## config.mk

```make
export PLATFORM = sky130hd
export DESIGN_NAME = axis_spm_offset_mover_flat
export DESIGN_NICKNAME = d
export VERILOG_FILES = /design/src/rtl/axis_spm_offset_mover_if.sv /design/src/rtl/axis_spm_offset_mover.sv /design/src/flat_wrapper.sv
export SDC_FILE = /design/constraint.sdc
export NUM_CORES = 2
export LEC_CHECK = 0
export CAP_MARGIN = 15
export CORE_UTILIZATION = 30
export CTS_CLUSTER_SIZE = 12
export DETAILED_ROUTE_END_ITERATION = 7
export HOLD_SLACK_MARGIN = 0.05
export PLACE_DENSITY_LB_ADDON = 0.08
export SLEW_MARGIN = 20
export SYNTH_ARGS = -nofsm -noshare
export SYNTH_HDL_FRONTEND = slang
export SYNTH_SLANG_ARGS = --single-unit
```

## constraint.sdc

```tcl
create_clock -name a_clk -period 9.3 [get_ports a_clk]
set_input_delay 0.93 -clock a_clk [delete_from_list [all_inputs] [get_ports a_clk]]
set_output_delay 0.93 -clock a_clk [all_outputs]
set_load 0.02 [all_outputs]
```

## src/rtl/axis_spm_offset_mover_if.sv

```systemverilog
// Command/status bundle between the host register block and the SPM offset mover.
// The abort wire exists only when SPM_OFFSET_MOVER_ABORT_EN is defined.
interface axis_spm_offset_mover_if #(
  parameter int PRESCALE_W = 16
);
  logic                  start;
  logic signed [31:0]    x_target;
  logic signed [31:0]    y_target;
  logic signed [31:0]    z_target;
  logic [31:0]           step;
  logic [PRESCALE_W-1:0] rate_div;
`ifdef SPM_OFFSET_MOVER_ABORT_EN
  logic                  abort;
`endif
  logic signed [31:0]    x0;
  logic signed [31:0]    y0;
  logic signed [31:0]    z0;
  logic                  busy;
  logic                  done;

  modport master (
`ifdef SPM_OFFSET_MOVER_ABORT_EN
    output abort,
`endif
    output start, x_target, y_target, z_target, step, rate_div,
    input  x0, y0, z0, busy, done
  );

  modport slave (
`ifdef SPM_OFFSET_MOVER_ABORT_EN
    input  abort,
`endif
    input  start, x_target, y_target, z_target, step, rate_div,
    output x0, y0, z0, busy, done
  );
endinterface

```

## src/rtl/axis_spm_offset_mover.sv

```systemverilog
// Ramps the SPM (x0, y0, z0) offset vector to latched targets at a bounded step per prescaled tick.
// Optional feature macro: SPM_OFFSET_MOVER_ABORT_EN (adds abort to the interface).
module axis_spm_offset_mover #(
  parameter int SETTLE_CYCLES = 16,
  parameter int PRESCALE_W    = 16
) (
  input  logic                   a_clk,
  input  logic                   a_rst,
  axis_spm_offset_mover_if.slave bus
);

  localparam logic [1:0] ST_IDLE   = 2'd0;
  localparam logic [1:0] ST_MOVE   = 2'd1;
  localparam logic [1:0] ST_SETTLE = 2'd2;

  localparam int SETTLE_W = (SETTLE_CYCLES > 1) ? $clog2(SETTLE_CYCLES) : 1;
  localparam logic [SETTLE_W-1:0] SETTLE_LOAD = SETTLE_W'(SETTLE_CYCLES - 1);

  logic [1:0]            state;
  logic [PRESCALE_W-1:0] presc;
  logic [SETTLE_W-1:0]   settle_cnt;
  logic signed [31:0]    x_cur, y_cur, z_cur;
  logic signed [31:0]    x_tgt, y_tgt, z_tgt;
  logic signed [31:0]    x_nxt, y_nxt, z_nxt;
  logic signed [32:0]    step_eff;
  logic                  tick;
  logic                  done_q;
  logic                  unused_step_msb;

  assign unused_step_msb = bus.step[31];

  // Distance is taken in 33 bits so a full-range move cannot wrap before the compare.
  function automatic logic signed [31:0] next_axis(input logic signed [31:0] cur,
                                                   input logic signed [31:0] tgt,
                                                   input logic signed [32:0] s);
    logic signed [32:0] d;
    d = {tgt[31], tgt} - {cur[31], cur};
    if (d > s)
      next_axis = cur + s[31:0];
    else if (d < -s)
      next_axis = cur - s[31:0];
    else
      next_axis = tgt;
  endfunction

  always_comb begin
    step_eff = {2'b00, bus.step[30:0]};
    if (bus.step[30:0] == 31'd0)
      step_eff = 33'sd1;
    x_nxt = next_axis(x_cur, x_tgt, step_eff);
    y_nxt = next_axis(y_cur, y_tgt, step_eff);
    z_nxt = next_axis(z_cur, z_tgt, step_eff);
  end

  assign tick = (presc == bus.rate_div);

  always_ff @(posedge a_clk or posedge a_rst) begin
    if (a_rst) begin
      state      <= ST_IDLE;
      presc      <= '0;
      settle_cnt <= '0;
      x_cur      <= '0;
      y_cur      <= '0;
      z_cur      <= '0;
      x_tgt      <= '0;
      y_tgt      <= '0;
      z_tgt      <= '0;
      done_q     <= 1'b0;
    end else begin
      done_q <= 1'b0;
      presc  <= tick ? '0 : presc + PRESCALE_W'(1);
`ifdef SPM_OFFSET_MOVER_ABORT_EN
      if (bus.abort && (state != ST_IDLE)) begin
        state <= ST_IDLE;
        x_tgt <= x_cur;
        y_tgt <= y_cur;
        z_tgt <= z_cur;
      end else
`endif
      // A start always wins, including over a settle expiry in the same cycle.
      if (bus.start) begin
        state <= ST_MOVE;
        presc <= '0;
        x_tgt <= bus.x_target;
        y_tgt <= bus.y_target;
        z_tgt <= bus.z_target;
      end else begin
        case (state)
          ST_MOVE: begin
            if (tick) begin
              x_cur <= x_nxt;
              y_cur <= y_nxt;
              z_cur <= z_nxt;
              if ((x_nxt == x_tgt) && (y_nxt == y_tgt) && (z_nxt == z_tgt)) begin
                state      <= ST_SETTLE;
                settle_cnt <= SETTLE_LOAD;
              end
            end
          end
          ST_SETTLE: begin
            if (settle_cnt == '0) begin
              state  <= ST_IDLE;
              done_q <= 1'b1;
            end else begin
              settle_cnt <= settle_cnt - SETTLE_W'(1);
            end
          end
          default: ;
        endcase
      end
    end
  end

  assign bus.x0   = x_cur;
  assign bus.y0   = y_cur;
  assign bus.z0   = z_cur;
  assign bus.busy = (state != ST_IDLE);
  assign bus.done = done_q;

endmodule

```

## src/flat_wrapper.sv

```systemverilog
// flat-port wrapper written by rule: the top's interface ports become plain ports
module axis_spm_offset_mover_flat 
#(
  parameter int SETTLE_CYCLES = 16,
  parameter int PRESCALE_W    = 16
)
  (a_clk, a_rst, bus_start, bus_x_target, bus_y_target, bus_z_target, bus_step, bus_rate_div, bus_x0, bus_y0, bus_z0, bus_busy, bus_done);
  axis_spm_offset_mover_if #(.PRESCALE_W(PRESCALE_W)) bus_i ();
  input  logic a_clk;
  input  logic a_rst;
  input wire logic [$bits(bus_i.start)-1:0] bus_start;
  input wire logic [$bits(bus_i.x_target)-1:0] bus_x_target;
  input wire logic [$bits(bus_i.y_target)-1:0] bus_y_target;
  input wire logic [$bits(bus_i.z_target)-1:0] bus_z_target;
  input wire logic [$bits(bus_i.step)-1:0] bus_step;
  input wire logic [$bits(bus_i.rate_div)-1:0] bus_rate_div;
  output wire logic [$bits(bus_i.x0)-1:0] bus_x0;
  output wire logic [$bits(bus_i.y0)-1:0] bus_y0;
  output wire logic [$bits(bus_i.z0)-1:0] bus_z0;
  output wire logic [$bits(bus_i.busy)-1:0] bus_busy;
  output wire logic [$bits(bus_i.done)-1:0] bus_done;
  assign bus_i.start = bus_start;
  assign bus_i.x_target = bus_x_target;
  assign bus_i.y_target = bus_y_target;
  assign bus_i.z_target = bus_z_target;
  assign bus_i.step = bus_step;
  assign bus_i.rate_div = bus_rate_div;
  assign bus_x0 = bus_i.x0;
  assign bus_y0 = bus_i.y0;
  assign bus_z0 = bus_i.z0;
  assign bus_busy = bus_i.busy;
  assign bus_done = bus_i.done;
  axis_spm_offset_mover #(.SETTLE_CYCLES(SETTLE_CYCLES), .PRESCALE_W(PRESCALE_W)) u_core (.a_clk(a_clk), .a_rst(a_rst), .bus(bus_i));
endmodule
```

# After elaboration in Yosys (flattened, before gate mapping)
# Cells that the tools add are included.
# Widths: inputs -> output; s select.
[word_totals] ff_bits=215 wordCells=72 out_inout_bits=98 inputBits=147
[op_classes] n_addsub=12 bitwise=1 muxes=21 n_eq_ne=12 order_cmp=6 n_reduce_logical=10
[op_table] op="$mux 32" count=6
[op_table] op="$gt 33x32->1" count=3
[op_table] op="$lt 33x33->1" count=3
[op_table] op="$sub 32x32->33" count=3
[op_table] op="$add 32x31->32" count=3
[op_table] op="$eq 32x32->1" count=3
[op_table] op="$sub 32x31->32" count=3
[op_table] op="$neg 31->33" count=1
[op_table] op="$mux 16" count=2
[op_table] op="$logic_not 31->1" count=1
[op_table] op="$mux 31" count=1
[op_table] op="$add 16x1->16 const B" count=1
[op_table] op="$eq 16x16->1" count=1
[op_table] op="$mux 4" count=3
[op_table] op="$ne 3x2->1 const B" count=3
[op_table] op="$mux 2" count=4
[op_table] op="$pmux 4 s2" count=1
[op_table] op="$reduce_and 5->1" count=1
[op_table] op="$logic_not 4->1" count=1
[op_table] op="$ne 2x1->1 const B" count=2
[op_table] op="$pmux 2 s2" count=1
[op_table] op="$reduce_and 4->1" count=1
[op_table] op="$reduce_bool 2->1" count=2
[op_table] op="$sub 4x1->4 const B" count=1
[op_table] op="other kinds (8)" count=11

# Logic depth before layout (Yosys ltp)
[logic_depth] ltp_word=13 mapped_depth=33

# Worst setup path after synthesis
# No wires, ideal clock.
[synth_timing] kind="input port to flip-flop" from="in bus_step[25]" to="reg u_core.state[1]" arrival_time_ns=6.314 path_stages=23 required_time_ns=9.206 setup_ns=0.094 path_slack_ns=2.892 path_cell_list="or4_1 > nor2_1 > nand3_1 > nor3_1 > nand2_1 > nand2b_1 > ha_1 > inv_1 > fa_1 > a211oi_1 > o21a_1 > nor3_1 > a211oi_1 > a31o_2 > xnor2_1 > nand4b_1 > nor4_1 > a41oi_1 > or3_1 > or4_4 > nor3_4 > nand4_4 > a221oi_2"
[synth_via] elab_chain_cells=11 word_cells_on_any_way=28 cone_classes="add/sub: 7; order compare: 6; eq/ne: 4; mux: 7; reduce/logical: 4"
[synth_lines] item="from (decl)" line_no="flat_wrapper.sv:15" rtl="input wire logic [$bits(bus_i.step)-1:0] bus_step;"
[synth_lines] item="$logic_not 31->1" line_no="axis_spm_offset_mover.sv:48" rtl="if (bus.step[30:0] == 31'd0)"
[synth_lines] item="$mux 31 (*)" line_no="axis_spm_offset_mover.sv:48"
[synth_lines] item="$neg 31->33" line_no="axis_spm_offset_mover.sv:40" rtl="else if (d < -s)"
[synth_lines] item="$lt 33x33->1" line_no="axis_spm_offset_mover.sv:40"
[synth_lines] item="$mux 32" line_no="axis_spm_offset_mover.sv:40"
[synth_lines] item="$mux 32" line_no="axis_spm_offset_mover.sv:38" rtl="if (d > s)"
[synth_lines] item="$eq 32x32->1" line_no="axis_spm_offset_mover.sv:94" rtl="if ((x_nxt == x_tgt) && (y_nxt == y_tgt) && (z_nxt == z_tgt)) begin"
[synth_lines] item="$logic_and 1x1->1" line_no="axis_spm_offset_mover.sv:94"
[synth_lines] item="$logic_and 1x1->1 (*)" line_no="axis_spm_offset_mover.sv:94"
[synth_lines] item="$ne 3x2->1 (no line) (*)"
[synth_lines] item="$reduce_and 4->1 (no line) (*)"
[synth_lines] item="to (signal assigned)" line_no="axis_spm_offset_mover.sv:82" rtl="state <= ST_MOVE;"
[synth_lines] item="to (signal assigned)" line_no="axis_spm_offset_mover.sv:95" rtl="state <= ST_SETTLE;"
[synth_lines] item="to (signal assigned)" line_no="axis_spm_offset_mover.sv:102" rtl="state <= ST_IDLE;"
[synth_lines] item="to (decl)" line_no="axis_spm_offset_mover.sv:19" rtl="logic [1:0] state;"
# Mark *: on every way between the ends. The rest lies on a longest branch, timed or not.
# A chain may end at the register's enable or synchronous reset.

# Worst setup path in the final report
[layout_timing] from="in bus_step[10]" to="reg u_core.state[1]"
# Same word-level chain as after synthesis.

==> results.yml <==
clock_network:
  hold_buffers: 0
  clock-root-buffer: "clkbuf_16"
  cts_resized: 0
  htree_levels: 1
  tritoncts: "built"
  post_cts_buffers: 0
  clk_pin_slew_ns: 0.06
  ctsLongestPathBuffers: 3
  cts_made_buffers: 30
  clock_latency_ns: 0.64
  cts.sinks: 215
global_routing:
  grt_max_degree: 77
  track_usage_pct: 29.0
  grt_pass1_wl_um: 243000
  antenna_found_initial: 8
  grt_pass1_vias: 33500
  grt.overflow.total: 0
critical_path:
  crit_top_cell: "nor3_1"
  cp-end-kind: "flop"
  crit_required_ns: 9.80
  cp_data_arrival_time_ns: 9.34
  crit_fanout: 7
  r2r_end: "u_core.state[1]"
  critical_path.slowest_cell: "nor3_1"
  reg2regPathDepth: 28
  r2r_slack_ns: 1.14
  criticalPathCategory: "in -> reg"
  slowest_delay_ns: 0.93
  startpoint_type: "input port"
  regToRegStartpoint: "u_core.bus.y0[13]"
die:
  rows: 122
  die-area_sq_um: 114000
  initial_utilization_pct: 30.4
  die_h_um: 338
  design.core.area_sq_um: 111000
  ioPinCount: 245
  die_x_um: 338
cells_and_area:
  final_cell_area_sq_um: 39100
  area_delta_synth_final_pct: 15.7
  nNetsFinal: 5270
  multi_input_comb_area_sq_um: 26400
  fillers: 11900
  seq_area_sq_um: 5380
  drive_gt1_share_pct: 6.62
timing:
  maxSlewHeadroom_pct: 20.6
  tightest_slew_ns: 1.18
  fin_skew_ns: 0.0159
  setup_ws_ns: 0.456
  setup_tns_ns: 0
  finalHoldViolations: 0
  holdWs_ns: 0.552
  slew_violations: 0
  setup-violations-final: 0
  fmax_mhz: 113
  timing.final.crit_share_pct: 95.1
  timing.final.crit_period_ns: 8.84
  rsz0062_at_grt: "no"
yosys:
  yosys.area_share.adder_pct: 17.9
  yosys_warnings: 0
  yosys-top-cells-count: "ha_1 (469), a21oi_1 (406), nor2_1 (362), nand2_1 (356), inv_1 (307)"
  ys_top_cells_by_area: "ha_1 (17%), dfrtp_1 (16%), xnor2_1 (6.2%), a21oi_1 (6.0%), o21ai_0 (4.4%)"
  synth_top_family_by_area: "compound AO/OA/AOI/OAI gates"
  syn_inst: 4494
  netlist_area_sq_um: 33800
  synth_xor_area_share_pct: 9.76
  synth.most_common_cell: "ha_1"
  synth_edf_count: 0
  syn_area_per_cell_sq_um: 7.53
  ys_ff_latch: 215
  synthMuxAreaShare_pct: 3.17
  yosysTopAreaCell: "ha_1"
  synth_compound_area_share_pct: 28.5
  async_flop_share_pct: 100
  yosys.area.top_type_share_pct: 17.4
  synth.distinct_cells: 94
  ys_seq_area_share_pct: 15.9
  synth-simple-area-share_pct: 18.6
  ys_dominant_reg_cell: "dfrtp_1"
placement:
  pre_cts_ws_ns: 0.362
  gp_congestion: 0.999
  portBuffers: 243
  placed_area_sq_um: 38100
  detailed_place_hpwl_um: 137000
drt:
  drt-initial-drc-count: 3656
  routed_wl_um: 170000
  antenna_left: 0
  routedWlPerCell_um: 27.6
  drc_errors: 0
  via_per_inst: 5.87
  first_pass_iters: 6
  via_count: 36100
min_path:
  min_to: "u_core.presc[0]"
  min_path_cells: 1
  hp-class: "reg -> reg"
  min_from: "u_core.presc[0]"
pwr:
  p_leak_nw: 16.5
  switching_share_pct: 47.0
  internal-power_mw: 2.64
  switching_power_mw: 2.34
  pwr-share-seq_pct: 21.8
  combPwrFrac_pct: 53.3
  power_density_nw_per_um2: 127
  pwr-share-clk_pct: 24.9
  ir_drop_uv: 171
run:
  maxCapViolations: 0
run_status:
  status: "completed"
## sequential cells by signal (all words and copies together) (netlist names)
name	count
u_core.state	2
u_core.bus.z0	32
u_core.z_tgt	32
u_core.bus.y0	32
u_core.y_tgt	32
u_core.presc	16
u_core.bus.x0	32
u_core.bus.done	1
u_core.settle_cnt	4
u_core.x_tgt	32
## worst max-delay path by stage
stage	slack (ns)	depth (start not counted)	to	start
final	0.46	27	u_core.state[1]	bus_step[10]
after CTS	1.0	27	u_core.state[1]	bus_step[10]
after global placement	0.34	23	u_core.state[1]	bus_step[10]
after global routing	0.49	27	u_core.state[1]	bus_step[10]
after detailed placement	0.36	27	u_core.state[1]	bus_step[10]
after floorplan	2.49	1	u_core.bus.done	a_rst
## power groups by stage
stage / clock (mW) / sequential, mW / combinational (mW)
after global placement: 0 / 1.10 / 2.59
after global routing: 1.31 / 1.09 / 2.85
after detailed placement: 0 / 1.10 / 2.59
after CTS: 1.28 / 1.08 / 2.60
after floorplan: 0 / 1.04 / 1.65
final: 1.24 / 1.09 / 2.66
## stage by stage
stage	util (%)	instances	power (mW)
global route	35.2	6156	5.26
global placement	34.2	6101	3.69
floorplan	-	4496	2.69
finish	35.2	6157	4.98
CTS	35.2	6156	4.97
detailed placement	34.2	6101	3.69
## cells in the final DEF (no fill, tap or decap), drive strengths merged, types with 17 or more instances in the layout
cell,netlist,layout
a2111oi,21,21
a211o,17,17
a211oi,59,59
a21o,99,99
a21oi,406,406
a221oi,64,64
a22oi,23,23
a31oi,58,58
and2,23,23
and3,32,32
buf,26,113
clkbuf,212,41
clkdlybuf4s50,0,242
dfrtp,215,215
ha,469,469
inv,308,308
mux2,82,82
nand2,358,358
nand2b,57,57
nand3,110,110
nand4,70,70
nor2,363,363
nor2b,38,38
nor3,107,107
nor4,43,43
o211ai,43,43
o21a,35,35
o21ai,308,308
o21bai,49,49
o221ai,21,21
o22ai,55,55
o31ai,47,47
o41ai,19,19
or2,18,18
or3,21,21
xnor2,239,239
xor2,128,128
## kinds of logic after synthesis
logic type	after synthesis
AOI/OAI and AO/OA	1478
and+or+nand+nor	1307
buffers and inverters	547
adders and majority gates	479
xor gates and xnor gates	370
DFF	215
muxes	97
other	1
## area by class of cell
type	count	area share, %
multi-input cells	3734	67.5
flip-flops and latches	215	13.8
repair buffers	355	8.37
well taps	1488	4.76
inverters	309	2.98
clock buffers	41	2.13
clock inverters	14	0.492
diodes	1	0.00640
## routing by layer
metal / part of all wire, % / global-route usage, % / vias to the layer above / routed length, um
li1: - / - / 16800 / -
met1: 46 / 41.1 / 17700 / 78200
met2: 44 / 45.6 / 1398 / 74400
met3: 6.7 / 3.63 / 205 / 11400
met4: 3.5 / 8.60 / 0 / 5870
met5: 0 / 0 / - / 0
## worst max-delay path, delay by kind of cell
family | cells | cell delay (ns)
fa+ha+maj | 2 | 0.58
xor+xnor | 1 | 0.59
buf+inv | 2 | 0.83
simple gates | 13 | 3.45
compound gates | 9 | 2.89
Note: power is estimated with default switching activity, not from simulation.
